===== src/rtl/fxp_mac_dot.sv =====
// Saturating fixed-point dot-product engine: four-stage multiply/round/accumulate
// pipeline fed over valid/ready, sequenced by a start/done FSM.
module fxp_mac_dot #(
  parameter int DW   = 16,
  parameter int FRAC = 8,
  parameter int LEN  = 10,
  localparam int CW  = ($clog2(LEN + 1) < 1) ? 1 : $clog2(LEN + 1)
) (
  input  logic          i_clk,
  input  logic          i_rst,
  input  logic          i_start,
  input  logic          i_acc_mode,
  input  logic          i_in_valid,
  output logic          o_in_ready,
  input  logic [DW-1:0] i_a,
  input  logic [DW-1:0] i_b,
  output logic          o_out_valid,
  input  logic          i_out_ready,
  output logic [DW-1:0] o_result,
  output logic          o_sat_flag,
  output logic          o_busy,
  output logic [CW-1:0] o_count
);

  typedef enum logic [1:0] {
    S_IDLE  = 2'd0,
    S_ACCUM = 2'd1,
    S_DRAIN = 2'd2,
    S_DONE  = 2'd3
  } state_t;

  // Symmetric clamp limits; the most negative code is never produced.
  localparam logic signed [DW-1:0]   MAX_Q = {1'b0, {(DW-1){1'b1}}};
  localparam logic signed [DW-1:0]   MIN_Q = -MAX_Q;
  localparam logic signed [2*DW:0]   MAX_W = {{(DW+2){1'b0}}, {(DW-1){1'b1}}};
  localparam logic signed [2*DW:0]   MIN_W = -MAX_W;
  localparam logic signed [2*DW:0]   RND_W = (2*DW+1)'(1) << (FRAC - 1);
  localparam logic signed [DW:0]     MAX_S = {1'b0, MAX_Q};
  localparam logic signed [DW:0]     MIN_S = {1'b1, MIN_Q};

  state_t r_state;
  state_t w_state_next;
  logic [1:0]    r_drain;
  logic [CW-1:0] r_count;

  logic                    r_s1_vld;
  logic signed [DW-1:0]    r_s1_a;
  logic signed [DW-1:0]    r_s1_b;
  logic                    r_s2_vld;
  logic signed [2*DW-1:0]  r_s2_prod;
  logic                    r_s3_vld;
  logic signed [DW-1:0]    r_s3_q;
  logic                    r_s3_sat;
  logic signed [DW-1:0]    r_acc;
  logic                    r_sat;

  logic                    w_accept;
  logic                    w_start_go;
  logic signed [2*DW:0]    w_rnd;
  logic signed [2*DW:0]    w_shift;
  logic signed [DW-1:0]    w_prod_q;
  logic                    w_prod_sat;
  logic signed [DW:0]      w_sum;
  logic signed [DW-1:0]    w_sum_q;
  logic                    w_sum_sat;

  assign w_accept   = i_in_valid & o_in_ready;
  assign w_start_go = (r_state == S_IDLE) & i_start;

  always_ff @(posedge i_clk) begin
    if (i_rst) begin
      r_state <= S_IDLE;
    end else begin
      r_state <= w_state_next;
    end
  end

  always_comb begin
    w_state_next = r_state;
    o_in_ready   = 1'b0;
    o_out_valid  = 1'b0;
    case (r_state)
      S_IDLE: begin
        if (i_start) w_state_next = S_ACCUM;
      end
      S_ACCUM: begin
        o_in_ready = 1'b1;
        if (i_in_valid && (r_count == CW'(LEN - 1))) w_state_next = S_DRAIN;
      end
      S_DRAIN: begin
        // Three edges after the last accept the accumulator holds the final sum.
        if (r_drain == 2'd2) w_state_next = S_DONE;
      end
      S_DONE: begin
        o_out_valid = 1'b1;
        if (i_out_ready) w_state_next = S_IDLE;
      end
      default: w_state_next = S_IDLE;
    endcase
  end

  always_ff @(posedge i_clk) begin
    if (i_rst) begin
      r_drain <= 2'd0;
      r_count <= '0;
    end else begin
      if (r_state == S_DRAIN) r_drain <= r_drain + 2'd1;
      else                    r_drain <= 2'd0;
      if (w_start_go)    r_count <= '0;
      else if (w_accept) r_count <= r_count + CW'(1);
    end
  end

  always_ff @(posedge i_clk) begin
    if (i_rst) begin
      r_s1_vld  <= 1'b0;
      r_s1_a    <= '0;
      r_s1_b    <= '0;
      r_s2_vld  <= 1'b0;
      r_s2_prod <= '0;
      r_s3_vld  <= 1'b0;
      r_s3_q    <= '0;
      r_s3_sat  <= 1'b0;
    end else begin
      r_s1_vld  <= w_accept;
      if (w_accept) begin
        r_s1_a <= i_a;
        r_s1_b <= i_b;
      end
      r_s2_vld  <= r_s1_vld;
      r_s2_prod <= r_s1_a * r_s1_b;
      r_s3_vld  <= r_s2_vld;
      r_s3_q    <= w_prod_q;
      r_s3_sat  <= w_prod_sat;
    end
  end

  // Round half up, then clamp the rescaled product to the symmetric range.
  assign w_rnd   = {r_s2_prod[2*DW-1], r_s2_prod} + RND_W;
  assign w_shift = w_rnd >>> FRAC;

  always_comb begin
    w_prod_q   = w_shift[DW-1:0];
    w_prod_sat = 1'b0;
    if (w_shift > MAX_W) begin
      w_prod_q   = MAX_Q;
      w_prod_sat = 1'b1;
    end else if (w_shift < MIN_W) begin
      w_prod_q   = MIN_Q;
      w_prod_sat = 1'b1;
    end
  end

  assign w_sum = {r_acc[DW-1], r_acc} + {r_s3_q[DW-1], r_s3_q};

  always_comb begin
    w_sum_q   = w_sum[DW-1:0];
    w_sum_sat = 1'b0;
    if (w_sum > MAX_S) begin
      w_sum_q   = MAX_Q;
      w_sum_sat = 1'b1;
    end else if (w_sum < MIN_S) begin
      w_sum_q   = MIN_Q;
      w_sum_sat = 1'b1;
    end
  end

  always_ff @(posedge i_clk) begin
    if (i_rst) begin
      r_acc <= '0;
      r_sat <= 1'b0;
    end else if (w_start_go) begin
      if (!i_acc_mode) r_acc <= '0;
      r_sat <= 1'b0;
    end else if (r_s3_vld) begin
      r_acc <= w_sum_q;
      if (r_s3_sat || w_sum_sat) r_sat <= 1'b1;
    end
  end

  assign o_result   = r_acc;
  assign o_sat_flag = r_sat;
  assign o_count    = r_count;
  assign o_busy     = (r_state != S_IDLE);

endmodule


===== config.mk =====
export PLATFORM = sky130hd
export DESIGN_NAME = fxp_mac_dot
export DESIGN_NICKNAME = d
export VERILOG_FILES = /design/src/rtl/fxp_mac_dot.sv
export SDC_FILE = /design/constraint.sdc
export NUM_CORES = 1
export LEC_CHECK = 0
export ABC_AREA = 1
export CAP_MARGIN = 10
export CORE_MARGIN = 10
export CORE_UTILIZATION = 55
export DETAILED_ROUTE_END_ITERATION = 10
export HOLD_SLACK_MARGIN = 0.02
export PLACE_DENSITY = 0.79
export REMOVE_ABC_BUFFERS = 1
export SETUP_SLACK_MARGIN = 0.5
export SYNTH_ARGS = -nofsm -noshare
export SYNTH_HDL_FRONTEND = slang
export SYNTH_SLANG_ARGS = --single-unit

===== constraint.sdc =====
create_clock -name i_clk -period 6.9 [get_ports i_clk]
set_input_delay 2.07 -clock i_clk [delete_from_list [all_inputs] [get_ports i_clk]]
set_output_delay 2.07 -clock i_clk [all_outputs]
set_load 0.01 [all_outputs]

==> impl_metrics.csv <==
group,metric,value,unit
outcome,status,"completed",
floorplanning,dieArea,35500,sq um
setup_path,arrival,6.41,ns
clock_network,clk_latency,0.37,ns
layout,fill_cells,2514,
synthesis,syn_avg_cell_area,7.39,sq um
clock_network,cts_tree,"done",
grt,grt_pass1_wl,65800,microns
grt,grt_overflow,0,
timing,fin_setup_tns,0,ns
synthesis,synth_cell_types,46,
setup_path,crit_path_start_kind,"register",
drt,ant_nets,0,
pwr,switching_share,0.493,
synthesis,synthFlopType,"dfxtp_1",
floorplanning,die_h,188,microns
clock_network,clock_sinks,102,
layout,fin_util,0.606,
timing,slew_headroom,0.476,
layout,final_nets,2526,
synthesis,syn_inst,2109,
timing,layout_min_cycle_time,6.12,ns
drt,wl_per_cell,15.4,microns
floorplanning,start_util,0.559,
drt,via_per_inst,5.20,
grt,antenna_found_initial,0,
synthesis,yosysSeqAreaShare,0.131,
timing,report.final.hold_viol_count,0,
pwr,vdd_drop_max,0.128,mV
place,gp_congestion,0.971,
synthesis,synth_warnings,0,
pwr,switchingPower,0.00180,W
grt,grt_pass1_vias,13492,
pwr,p_int,0.00185,W
setup_path,rr_worst_depth,20,
synthesis,synth_area,15600,sq um
layout,drive_gt1_frac,0.0414,
pwr,p_per_area,216,nW/um^2
synthesis,synth_seq_cells,102,
timing,fin_worst_skew,0.0110,ns
timing,worst_slew_pin_slew,0.784,ns
floorplanning,die_w,188,microns
clock_network,clockRootBuffer,"clkbuf_16",
hold_path,whs_path_depth,2,
clock_network,h-tree-depth,3,
grt,grt_max_degree,39,
drt,dr.first_iter.drc_count,919,
drt,first_pass_iters,5,
pwr,pwr-share-comb,0.552,
drt,drc,0,
grt,grt_use_total,0.226,
hold_path,hp-class,"reg -> reg",
clock_network,clockBufferDepth,2,
timing,max_freq,163,MHz
place,dp_hpwl,31700,microns
drt,wirelength,38600,microns
floorplanning,std_cell_rows,61,
job,drv_cap,0,
layout,final_common_cell,"inv_1",
setup_path,worstPathMaxFanout,15,
clock_network,clk_pin_slew_worst_paths,0.08,ns
pwr,power.leakage,9.38,nW
layout,area_growth,8.42,%
layout,diodes,0,
place,io_buffers,61,
clock_network,cts-hold-fix-buffers,0,
timing,slew_viol_final,0,
clock_network,postCtsSetupRepairBufs,0,
synthesis,synth_edf_count,0,
floorplanning,io_pins,62,
timing,min_period_over_period,0.887,
floorplanning,core,27900,sq um
setup_path,required,7.20,ns
clock_network,cts_buffers,9,
pwr,p_clk_frac,0.160,
setup_path,criticalPathCategory,"reg -> reg",
setup_path,end_kind,"register",
synthesis,async_flop_share,0,
pwr,seqPwrFrac,0.288,
drt,dr_total_vias,13029,
clock_network,cts.repair.resized,0,
layout,layout_common_cells,"inv_1 (562), nand2_1 (469), fa_1 (261), nor2_1 (160), ha_1 (104)",
timing,finalSetupViolCount,0,
timing,rsz0062_at_grt,"true",
==> cell usage after synthesis (all sizes together) (3+ instances only) <==
library cell  instances  area share
nand4                22      0.0088
buf                   6      0.0027
nor3                 23      0.0088
o221ai                3      0.0017
ha                  104       0.084
or2                   4      0.0016
xnor2                17      0.0096
clkbuf               79       0.019
nand3b               15      0.0072
inv                 570        0.14
a31oi                12      0.0048
nand3                49       0.016
a211oi                3      0.0014
fa                  262        0.34
nor2                163       0.041
dfxtp               102        0.13
o21bai                5      0.0026
nand2               474        0.11
o21a                  5      0.0024
xor2                 20       0.012
a21oi                85       0.027
o21ai                73       0.023
nor3b                 3      0.0018
==> worst paths after layout <==
| path | slack (ns) | startpoint | to |
|---|---|---|---|
| min | 0.40 | r_s1_vld$_SDFF_PP0_ | r_s2_vld$_SDFF_PP0_ |
| max reg2reg | 0.78 | r_s1_a[7]$_SDFFE_PP0P_ | r_s2_prod[24]$_SDFF_PP0_ |
| min reg2reg | 0.40 | r_s1_vld$_SDFF_PP0_ | r_s2_vld$_SDFF_PP0_ |
| max | 0.78 | r_s1_a[7]$_SDFFE_PP0P_ | r_s2_prod[24]$_SDFF_PP0_ |
==> layer usage <==
layer | share of wire | wire [microns] | GRT usage | vias to the layer above
met1 | 0.41 | 15900 | 0.282 | 6306
met5 | 0 | 0 | 0 | -
met3 | 0.071 | 2740 | 0.0360 | 77
met2 | 0.49 | 18800 | 0.387 | 457
met4 | 0.031 | 1190 | 0.0812 | 0
li1 | - | - | - | 6189
==> registers in the layout (all words and copies together), names as in the netlist <==
name,flops
o_result,16
r_s1_b,16
o_sat_flag,1
r_s3_sat,1
r_state,2
r_s3_vld,1
r_s3_q,16
o_count,4
r_s1_a,16
r_drain,2
r_s2_prod,25
r_s1_vld,1
r_s2_vld,1
==> cell families (layout without fill, tap and decap cells) <==
kind of cell / count (synthesis) / after routing / synth area share
flops: 102 / 102 / 0.131
simple gates: 754 / 754 / 0.201
fa+ha+maj: 366 / 366 / 0.420
buf+inv: 657 / 675 / 0.160
compound gates: 193 / 193 / 0.0672
xor+xnor: 37 / 37 / 0.0213
==> final cells by class <==
class / count / area [sq um] / area share
inverters: 572 / 2150 / 0.127
clock inverters: 5 / 81.3 / 0.00481
multi-input cells: 1350 / 11100 / 0.654
repair buffers: 87 / 826 / 0.0489
flip-flops and latches: 102 / 2070 / 0.123
clock buffers: 11 / 243 / 0.0144
well taps: 378 / 473 / 0.0280
==> critical path, cell delays in order (launching register included) <==
cell and delay [ns]:
dfxtp_2 0.58, nand2_1 0.16, fa_1 0.59, fa_1 0.45, fa_1 0.45, fa_1 0.54, inv_1 0.05, fa_1 0.48
inv_1 0.08, fa_1 0.56, inv_1 0.05, ha_1 0.37, a21oi_1 0.22, a21boi_0 0.31, nand2_1 0.11, a31oi_1 0.39
o21ai_1 0.16, nand2_1 0.12, nor2_1 0.06, o21ai_0 0.13, nor3b_1 0.18
==> stage by stage <==
step	hold slack [ns]	power [W]	setup WS [ns]	instances	instance area [sq um]
6_report	0.400	0.00365	0.782	2505	16900
3_3_place_gp	0.390	0.00299	0.673	2488	16500
4_1_cts	0.402	0.00365	0.562	2504	16800
2_1_floorplan	0.388	0.00241	1.21	2024	15200
5_1_grt	0.432	0.00402	0.469	2505	16900
3_5_place_dp	0.392	0.00305	0.575	2488	16500
==> power by group through the flow <==
stage	sequential, W	combinational, W	clock (W)
3_3_place_gp	0.00104	0.00195	0
3_5_place_dp	0.00104	0.00201	0
2_1_floorplan	0.000953	0.00145	0
4_1_cts	0.00103	0.00202	0.000598
6_report	0.00105	0.00202	0.000586
5_1_grt	0.00107	0.00233	0.000620
Note: power is estimated with default switching activity, not from simulation.
